`config.mk`:
```
export PLATFORM = sky130hd
export DESIGN_NAME = interp_coord_gen
export DESIGN_NICKNAME = d
export VERILOG_FILES = /design/src/rtl/interp_pkg.sv /design/src/rtl/coord_axis_counter.sv /design/src/rtl/interp_coord_gen.sv
export SDC_FILE = /design/constraint.sdc
export NUM_CORES = 1
export LEC_CHECK = 0
export CAP_MARGIN = 25
export CORE_ASPECT_RATIO = 0.6
export CORE_MARGIN = 2
export CORE_UTILIZATION = 38
export DETAILED_ROUTE_END_ITERATION = 16
export PLACE_DENSITY = 0.63
export SETUP_SLACK_MARGIN = 0.4
export SLEW_MARGIN = 20
export SYNTH_ARGS = -nofsm -noshare
export SYNTH_HDL_FRONTEND = slang
export SYNTH_SLANG_ARGS = --single-unit
```
`constraint.sdc`:
```
create_clock -name clk -period 3.1 [get_ports clk]
set_input_delay 0.62 -clock clk [delete_from_list [all_inputs] [get_ports clk]]
set_output_delay 0.62 -clock clk [all_outputs]
set_load 0.03 [all_outputs]
```
`src/rtl/interp_pkg.sv`:
```
// Shared types and constants for the interpolation coordinate generator.
// Holds the default coordinate width, FSM state type and step operands.
package interp_pkg;

    localparam int COORD_W_DEF = 8;

    localparam int STEP_ONE  = 1;
    localparam int STEP_ZERO = 0;

    typedef enum logic [1:0] {
        ST_IDLE = 2'd0,
        ST_RUN  = 2'd1,
        ST_DONE = 2'd2
    } state_e;

endpackage

```
`src/rtl/coord_axis_counter.sv`:
```
// Bounded axis counter: clears on load, steps on enable, wraps past max_i.
// nxt_o exposes the value the counter takes at the next rising edge.
module coord_axis_counter
    import interp_pkg::*;
#(
    parameter int W = COORD_W_DEF
) (
    input  logic         clk,
    input  logic         rst_n,
    input  logic         clr_i,
    input  logic         inc_i,
    input  logic [W-1:0] max_i,
    output logic [W-1:0] cnt_o,
    output logic [W-1:0] nxt_o,
    output logic         at_max_o
);

    logic [W-1:0] cnt_q;
    logic [W-1:0] cnt_d;

    assign at_max_o = (cnt_q == max_i);
    assign cnt_o    = cnt_q;
    assign nxt_o    = cnt_d;

    // Next count: clear wins, otherwise step and wrap at the bound.
    always_comb begin
        cnt_d = cnt_q;
        if (clr_i) begin
            cnt_d = '0;
        end else if (inc_i) begin
            cnt_d = at_max_o ? '0 : cnt_q + W'(1);
        end
    end

    // Count register with synchronous active-low reset.
    always_ff @(posedge clk) begin
        if (!rst_n) begin
            cnt_q <= '0;
        end else begin
            cnt_q <= cnt_d;
        end
    end

endmodule

```
`src/rtl/interp_coord_gen.sv`:
```
// Raster-order source-coordinate generator with valid/ready output.
// Define INTERP_COORD_GEN_EDGE_CLAMP_EN to clamp steps at the grid edge.
module interp_coord_gen
    import interp_pkg::*;
#(
    parameter int COORD_W = COORD_W_DEF
) (
    input  logic               clk,
    input  logic               rst_n,
    input  logic               start,
    input  logic [COORD_W-1:0] width_m1,
    input  logic [COORD_W-1:0] height_m1,
    output logic               busy,
    output logic               done,
    output logic               out_valid,
    input  logic               out_ready,
    output logic [COORD_W-1:0] x,
    output logic [COORD_W-1:0] y,
    output logic [COORD_W-1:0] step_x,
    output logic [COORD_W-1:0] step_y,
    output logic               last
);

    state_e             state_q;
    logic [COORD_W-1:0] wm1_q;
    logic [COORD_W-1:0] hm1_q;
    logic [COORD_W-1:0] step_x_q;
    logic [COORD_W-1:0] step_y_q;
    logic [COORD_W-1:0] step_x_d;
    logic [COORD_W-1:0] step_y_d;
    logic               busy_q;
    logic               done_q;
    logic               valid_q;
    logic               last_q;
    logic               last_d;

    logic               start_acc;
    logic               xfer;
    logic               frame_end;
    logic               x_at_max;
    logic               y_at_max;
    logic [COORD_W-1:0] x_cnt;
    logic [COORD_W-1:0] y_cnt;
    logic [COORD_W-1:0] x_nxt;
    logic [COORD_W-1:0] y_nxt;
    logic [COORD_W-1:0] bound_x_d;
    logic [COORD_W-1:0] bound_y_d;

    assign start_acc = (state_q == ST_IDLE) && start;
    assign xfer      = valid_q && out_ready;
    assign frame_end = xfer && x_at_max && y_at_max;

    coord_axis_counter #(
        .W (COORD_W)
    ) u_x_cnt (
        .clk      (clk),
        .rst_n    (rst_n),
        .clr_i    (start_acc),
        .inc_i    (xfer),
        .max_i    (wm1_q),
        .cnt_o    (x_cnt),
        .nxt_o    (x_nxt),
        .at_max_o (x_at_max)
    );

    coord_axis_counter #(
        .W (COORD_W)
    ) u_y_cnt (
        .clk      (clk),
        .rst_n    (rst_n),
        .clr_i    (start_acc),
        .inc_i    (xfer && x_at_max),
        .max_i    (hm1_q),
        .cnt_o    (y_cnt),
        .nxt_o    (y_nxt),
        .at_max_o (y_at_max)
    );

    // Bounds that apply to the beat presented after this edge.
    always_comb begin
        bound_x_d = wm1_q;
        bound_y_d = hm1_q;
        if (state_q == ST_IDLE) begin
            bound_x_d = width_m1;
            bound_y_d = height_m1;
        end
    end

    // Edge flags and steps for the next beat, from the counters' next values.
    always_comb begin
        last_d   = (x_nxt == bound_x_d) && (y_nxt == bound_y_d);
        step_x_d = COORD_W'(STEP_ONE);
        step_y_d = COORD_W'(STEP_ONE);
`ifdef INTERP_COORD_GEN_EDGE_CLAMP_EN
        if (x_nxt == bound_x_d) begin
            step_x_d = COORD_W'(STEP_ZERO);
        end
        if (y_nxt == bound_y_d) begin
            step_y_d = COORD_W'(STEP_ZERO);
        end
`endif
    end

    // Frame FSM with all handshake and beat outputs registered.
    always_ff @(posedge clk) begin
        if (!rst_n) begin
            state_q  <= ST_IDLE;
            wm1_q    <= '0;
            hm1_q    <= '0;
            busy_q   <= 1'b0;
            done_q   <= 1'b0;
            valid_q  <= 1'b0;
            last_q   <= 1'b0;
            step_x_q <= '0;
            step_y_q <= '0;
        end else begin
            done_q <= 1'b0;
            unique case (state_q)
                ST_IDLE: begin
                    if (start) begin
                        state_q  <= ST_RUN;
                        wm1_q    <= width_m1;
                        hm1_q    <= height_m1;
                        busy_q   <= 1'b1;
                        valid_q  <= 1'b1;
                        last_q   <= last_d;
                        step_x_q <= step_x_d;
                        step_y_q <= step_y_d;
                    end
                end
                ST_RUN: begin
                    if (frame_end) begin
                        state_q  <= ST_DONE;
                        valid_q  <= 1'b0;
                        last_q   <= 1'b0;
                        step_x_q <= '0;
                        step_y_q <= '0;
                        done_q   <= 1'b1;
                    end else if (xfer) begin
                        last_q   <= last_d;
                        step_x_q <= step_x_d;
                        step_y_q <= step_y_d;
                    end
                end
                ST_DONE: begin
                    state_q <= ST_IDLE;
                    busy_q  <= 1'b0;
                end
                default: begin
                    state_q <= ST_IDLE;
                    busy_q  <= 1'b0;
                    valid_q <= 1'b0;
                    last_q  <= 1'b0;
                end
            endcase
        end
    end

    assign busy      = busy_q;
    assign done      = done_q;
    assign out_valid = valid_q;
    assign x         = x_cnt;
    assign y         = y_cnt;
    assign step_x    = step_x_q;
    assign step_y    = step_y_q;
    assign last      = last_q;

endmodule
```
==> flow_summary.ini, run 1 <==
[outcome]
status = complete, no violations

[logic_synthesis]
synth_flop_cell = dfxtp_1
synth_cell_type_count = 52
synth_top_area_frac = 0.307
syn-mean-instance-area_sq_um = 8.06
synth_area_leaders = dfxtp_1 (31%), xor2_1 (9.3%), nand2_1 (7.2%)
synth-edff-count = 0
yosysWarnings = 0
synth_cells = 315
synth-seq-area-share = 0.307
async_flop_share = 0
netlist_area_sq_um = 2540
yosysTopAreaCell = dfxtp_1
ys_ff_latch = 39

[timing]
setup_viol = 0
finClkSkew_ps = 5.75
whs_ps = 489
rsz0062_at_grt = yes
slew_violations = 0
hold_viol = 0
worst_slack_ps = 444
fin_tns_setup_ps = 0
fmax_ghz = 0.377
timing.final.crit_share = 0.857
post-route-min-period_ps = 2660

[global_routing]
grt_max_degree = 26
grt_use_total = 0.211
overflow = 0
grt_pass1_vias = 2137
antenna_found_initial = 0
grt_pass1_wl_um = 11500

[floorplanning]
fp-row-count = 23
dieArea_sq_um = 7380
die_h_um = 67.3
coreArea_sq_um = 6560
ioPinCount = 56
initial_utilization = 0.387
die_w_um = 110

[clock_network]
numCtsBuffers = 5
clock_latency_ps = 300
cts-hold-fix-buffers = 0
root_buffer = clkbuf_8
cts_tree = done
cts_num_sinks = 39
cts.reportedPaths.clkPinSlew_ps = 80
cts_buffer_depth = 2
htree_num_levels = 2

[power]
seqPwrFrac = 0.431
switching_power_uw = 402
p_per_area_nw_per_um2 = 376
swShare = 0.320
vdd_drop_max_mv = 0.171
p_int_uw = 855
combPwrFrac = 0.254
clkPwrFrac = 0.315
p_leak_nw = 1.42

[final_layout]
final_cell_mix = nand2_1 (48), clkdlybuf4s50_1 (41), dfxtp_1 (28), xor2_1 (25)
layout_commonest_cell = nand2_1
drive_gt1_frac = 0.185
layout.nets = 394
instances_no_fill = 460
nFillCells = 636
area_delta_synth_final_pct = 31.8
antenna_cells = 0

[placement]
dp.cells = 446
hpwlAfterDp_um = 5600
place_congestion = 0.836
place_ws_ps = 35.2
io_buffer_count = 41

[run]
cap_violations = 0

[route]
vias = 2454
first_pass_iters = 5
wire_per_inst_um = 16.4
drt_drc_violations_left = 0
vias_per_cell = 5.33
drtAntennaViolNets = 0
drtIter0Drc = 239
wirelength_um = 7530

[worst_setup_path]
cp-start-kind = input pin
arrival_ps = 2870
critPathRequiredTime_ps = 3320
end_kind = flop
worst-setup-path-type = in2reg
worst-path-max-fanout = 3

[worst_hold_path]
hp-class = reg2reg
-- cells in the mapped netlist, drive strengths merged (2+ instances only) --
master	instances
a21oi	17
nor3	6
o31a	2
o31ai	2
inv	3
ha	2
clkbuf	10
nand4	5
or3	2
a21boi	21
xor2	28
nand2	50
and2	5
mux2	4
a221oi	2
dfxtp	39
o21ai	16
a32o	2
nor4	4
buf	17
mux2i	11
nor2b	4
and3	5
nand3	13
xnor2	8
nor2	24
-- flip-flops by register name, indices dropped and copies added (netlist names) --
register       flops
out_valid          1
u_y_cnt.cnt_o      8
step_y             1
busy               1
last               1
state_q            2
hm1_q              8
u_x_cnt.cnt_o      8
done               1
wm1_q              8
-- power groups by stage --
stage	Clock [mW]	Sequential [mW]	Combinational, mW
final	0.396	0.541	0.320
after global routing	0.425	0.544	0.345
after CTS	0.398	0.541	0.304
after detailed placement	0	0.552	0.285
after global placement	0	0.552	0.284
after floorplan	0	0.555	0.197
-- area by class of cell --
type / instances / area [sq um] / share of cell area
Clock buffer: 8 / 100 / 0.0299
Inverter: 3 / 11.3 / 0.00336
Multi-Input combinational cell: 259 / 1750 / 0.522
Sequential cell: 39 / 797 / 0.238
Tap cell: 87 / 109 / 0.0325
Timing Repair Buffer: 64 / 583 / 0.174
-- final timing paths --
kind / start / to / slack (ps) / cells past startpoint
worst max register to register: hm1_q[7]$_SDFFE_PN0P_ / last$_SDFFE_PN0P_ / 480 / 10
worst min register to register: busy$_SDFFE_PN0P_ / busy$_SDFFE_PN0P_ / 490 / 2
worst min-delay path: busy$_SDFFE_PN0P_ / busy$_SDFFE_PN0P_ / 490 / 2
worst max-delay path: out_ready / last$_SDFFE_PN0P_ / 440 / 11
-- per-stage QoR --
step	area, sq um	total power, mW	utilization
3_5_place_dp	3080	0.838	0.469
4_1_cts	3250	1.24	0.495
2_1_floorplan	2590	0.751	-
6_report	3350	1.26	0.510
3_3_place_gp	3080	0.836	0.469
5_1_grt	3350	1.31	0.510
-- timing repair --
action	CTS	global route
setup endpoints to repair	1	1
pin swaps	3	11
hold endpoints to repair	0	0
gates resized for setup	11	22
buffers inserted	2	4
-- cell families after synthesis --
family,share of synthesized area
flip-flops,0.307
multiplexers,0.0611
AND/OR/NAND/NOR,0.241
other,0.00148
adder cells (fa/ha/maj),0.00985
AO/OA/AOI/OAI,0.184
XOR/XNOR,0.127
buffers and inverters,0.0675
-- worst max-delay path, stage by stage --
cell	delay, ps
clkdlybuf4s50_1	490
nand2_2	90
buf_4	170
nor3_4	190
xnor2_2	100
xor2_1	180
o32ai_2	280
a32o_2	170
nand4_1	100
a2111o_1	320
o31ai_2	170
-- metal layers --
layer,global-route usage,part of all wire,vias to the layer above
li1,-,-,1181
met1,0.343,0.54,1174
met2,0.268,0.37,92
met3,0.0541,0.082,7
met4,0.0427,0.0072,0
met5,0,0,-
No activity file was read; power rests on OpenSTA's default activity.
==> inputs of run 2 (changes only) <==
--- a/config.mk
+++ b/config.mk
@@ -12,6 +12,7 @@
 export DETAILED_ROUTE_END_ITERATION = 16
 export PLACE_DENSITY = 0.63
 export SETUP_SLACK_MARGIN = 0.4
+export SKIP_LAST_GASP = 1
 export SLEW_MARGIN = 20
 export SYNTH_ARGS = -nofsm -noshare
 export SYNTH_HDL_FRONTEND = slang
==> results of run 2 <==
Same layout as run 1: the final DEF is identical, and so are final timing and power.
==> inputs of run 3 (changes only) <==
--- a/config.mk
+++ b/config.mk
@@ -5,8 +5,9 @@
 export SDC_FILE = /design/constraint.sdc
 export NUM_CORES = 1
 export LEC_CHECK = 0
+export ABC_CLOCK_PERIOD_IN_PS = 3100
 export CAP_MARGIN = 25
-export CORE_ASPECT_RATIO = 0.6
+export CORE_ASPECT_RATIO = 0.9
 export CORE_MARGIN = 2
 export CORE_UTILIZATION = 38
 export DETAILED_ROUTE_END_ITERATION = 16
==> flow_summary.ini, run 3 (same netlist as run 1, synthesis figures left out) <==
[timing]
fin_tns_setup_ps = 0
worst_slack_ps = 459
slew_violations = 0
hold_viol = 0
rsz0062_at_grt = no
setup_viol = 0
finClkSkew_ps = 4.27
fmax_ghz = 0.379
post-route-min-period_ps = 2640
timing.final.crit_share = 0.852

[clock_network]
cts-hold-fix-buffers = 0
clock_latency_ps = 290
cts_buffer_depth = 2
cts_tree = done
numCtsBuffers = 5
root_buffer = clkbuf_8
htree_num_levels = 2
cts_num_sinks = 39
cts.reportedPaths.clkPinSlew_ps = 70

[worst_hold_path]
hp-class = reg2reg

[route]
wire_per_inst_um = 15.0
vias = 2398
wirelength_um = 6920
drtAntennaViolNets = 0
drtIter0Drc = 210
first_pass_iters = 4
drt_drc_violations_left = 0
vias_per_cell = 5.20

[worst_setup_path]
cp-start-kind = flop
worst-path-max-fanout = 6
slowest_stage = a2111o_1
critPathRequiredTime_ps = 3310
path_cells = xor2_1 > nor4_4 > buf_4 > nand3_4 > o21ai_2 > and2_4 > xnor2_1 > or3_1 > a2111o_1 > o31ai_2
arrival_ps = 2850
worst-setup-path-type = reg2reg
end_kind = flop
critPathMaxStageDelay_ps = 420

[floorplanning]
die_h_um = 81.6
ioPinCount = 56
fp-row-count = 28
coreArea_sq_um = 6520
initial_utilization = 0.390
die_w_um = 90.2
dieArea_sq_um = 7360

[final_layout]
nFillCells = 632
instances_no_fill = 461
fin_util = 0.512
final_cell_mix = nand2_1 (48), clkdlybuf4s50_1 (40), xor2_1 (27), dfxtp_1 (27), buf_4 (23)
layout_commonest_cell = nand2_1
seqCellArea_sq_um = 798
antenna_cells = 0
layout.nets = 394
drive_gt1_frac = 0.191
multi_input_area_sq_um = 1750
area_delta_synth_final_pct = 31.2

[placement]
io_buffer_count = 41
hpwlAfterDp_um = 5080
place_ws_ps = 2.00
dp.cells = 444
place_congestion = 0.916

[global_routing]
antenna_found_initial = 0
grt_pass1_wl_um = 10800
overflow = 0
grt_use_total = 0.184
grt_pass1_vias = 2156
grt_max_degree = 26

[power]
p_per_area_nw_per_um2 = 354
p_leak_nw = 1.39
vdd_drop_max_mv = 0.159

[outcome]
status = complete, no violations

[run]
cap_violations = 0
[run 3: changes by cell type in the layout (fill, tap and decap cells not counted), moves of 2 or more]
cell / previous run / this run
xor2_2: 3 / 1
nand3_1: 12 / 10
nand3_2: 0 / 2
a21boi_2: 0 / 2
a21boi_1: 2 / 0
clkbuf_8: 7 / 5
o21ai_1: 4 / 2
xor2_1: 25 / 27
[run 3: layout make-up]
class / count / share of cell area
sequential: 39 / 0.239
multi-input combinational: 259 / 0.526
inverter: 3 / 0.00338
tap: 90 / 0.0338
clock buffer: 6 / 0.0218
timing repair buffer: 64 / 0.176
[run 3: critical path, delay by kind of cell, from the launching register on]
kind / cells / cell delay (ps)
XOR/XNOR: 2 / 250
flip-flops: 1 / 350
AND/OR/NAND/NOR: 4 / 1010
buffers and inverters: 1 / 180
AO/OA/AOI/OAI: 3 / 770
[run 3: where the power goes]
group          switching, mW  internal (mW)  leakage (nW)
clock network          0.164          0.150        0.0371
logic                  0.187          0.140          1.03
registers             0.0199          0.519         0.324
[run 3: per-layer routing]
metal	vias up	track usage	part of all wire
met5	-	0	0
met4	0	0.0538	0.011
met3	10	0.0358	0.062
met2	101	0.287	0.45
met1	1109	0.259	0.48
li1	1178	-	-
[run 3: path summary, 6_finish.rpt]
kind,endpoint,slack [ps],startpoint,depth (start not counted)
worst max-delay path,last$_SDFFE_PN0P_,460,wm1_q[6]$_SDFFE_PN0P_,10
worst min-delay path,hm1_q[4]$_SDFFE_PN0P_,480,hm1_q[4]$_SDFFE_PN0P_,2
worst max register to register,last$_SDFFE_PN0P_,460,wm1_q[6]$_SDFFE_PN0P_,10
worst min register to register,hm1_q[4]$_SDFFE_PN0P_,480,hm1_q[4]$_SDFFE_PN0P_,2
[run 3: what timing repair did]
item                       4_1_cts  5_1_grt
pin swaps                        3        9
gates resized for setup          5       33
setup endpoints to repair        1        1
buffers inserted                 3        8
[run 3: metrics by stage]
step | area [sq um] | power, mW | hold WS (ps)
after detailed placement | 3040 | 0.832 | 477
after floorplan | 2590 | 0.751 | 466
after global placement | 3040 | 0.830 | 462
after global routing | 3330 | 1.24 | 520
after CTS | 3160 | 1.15 | 490
final | 3330 | 1.18 | 483
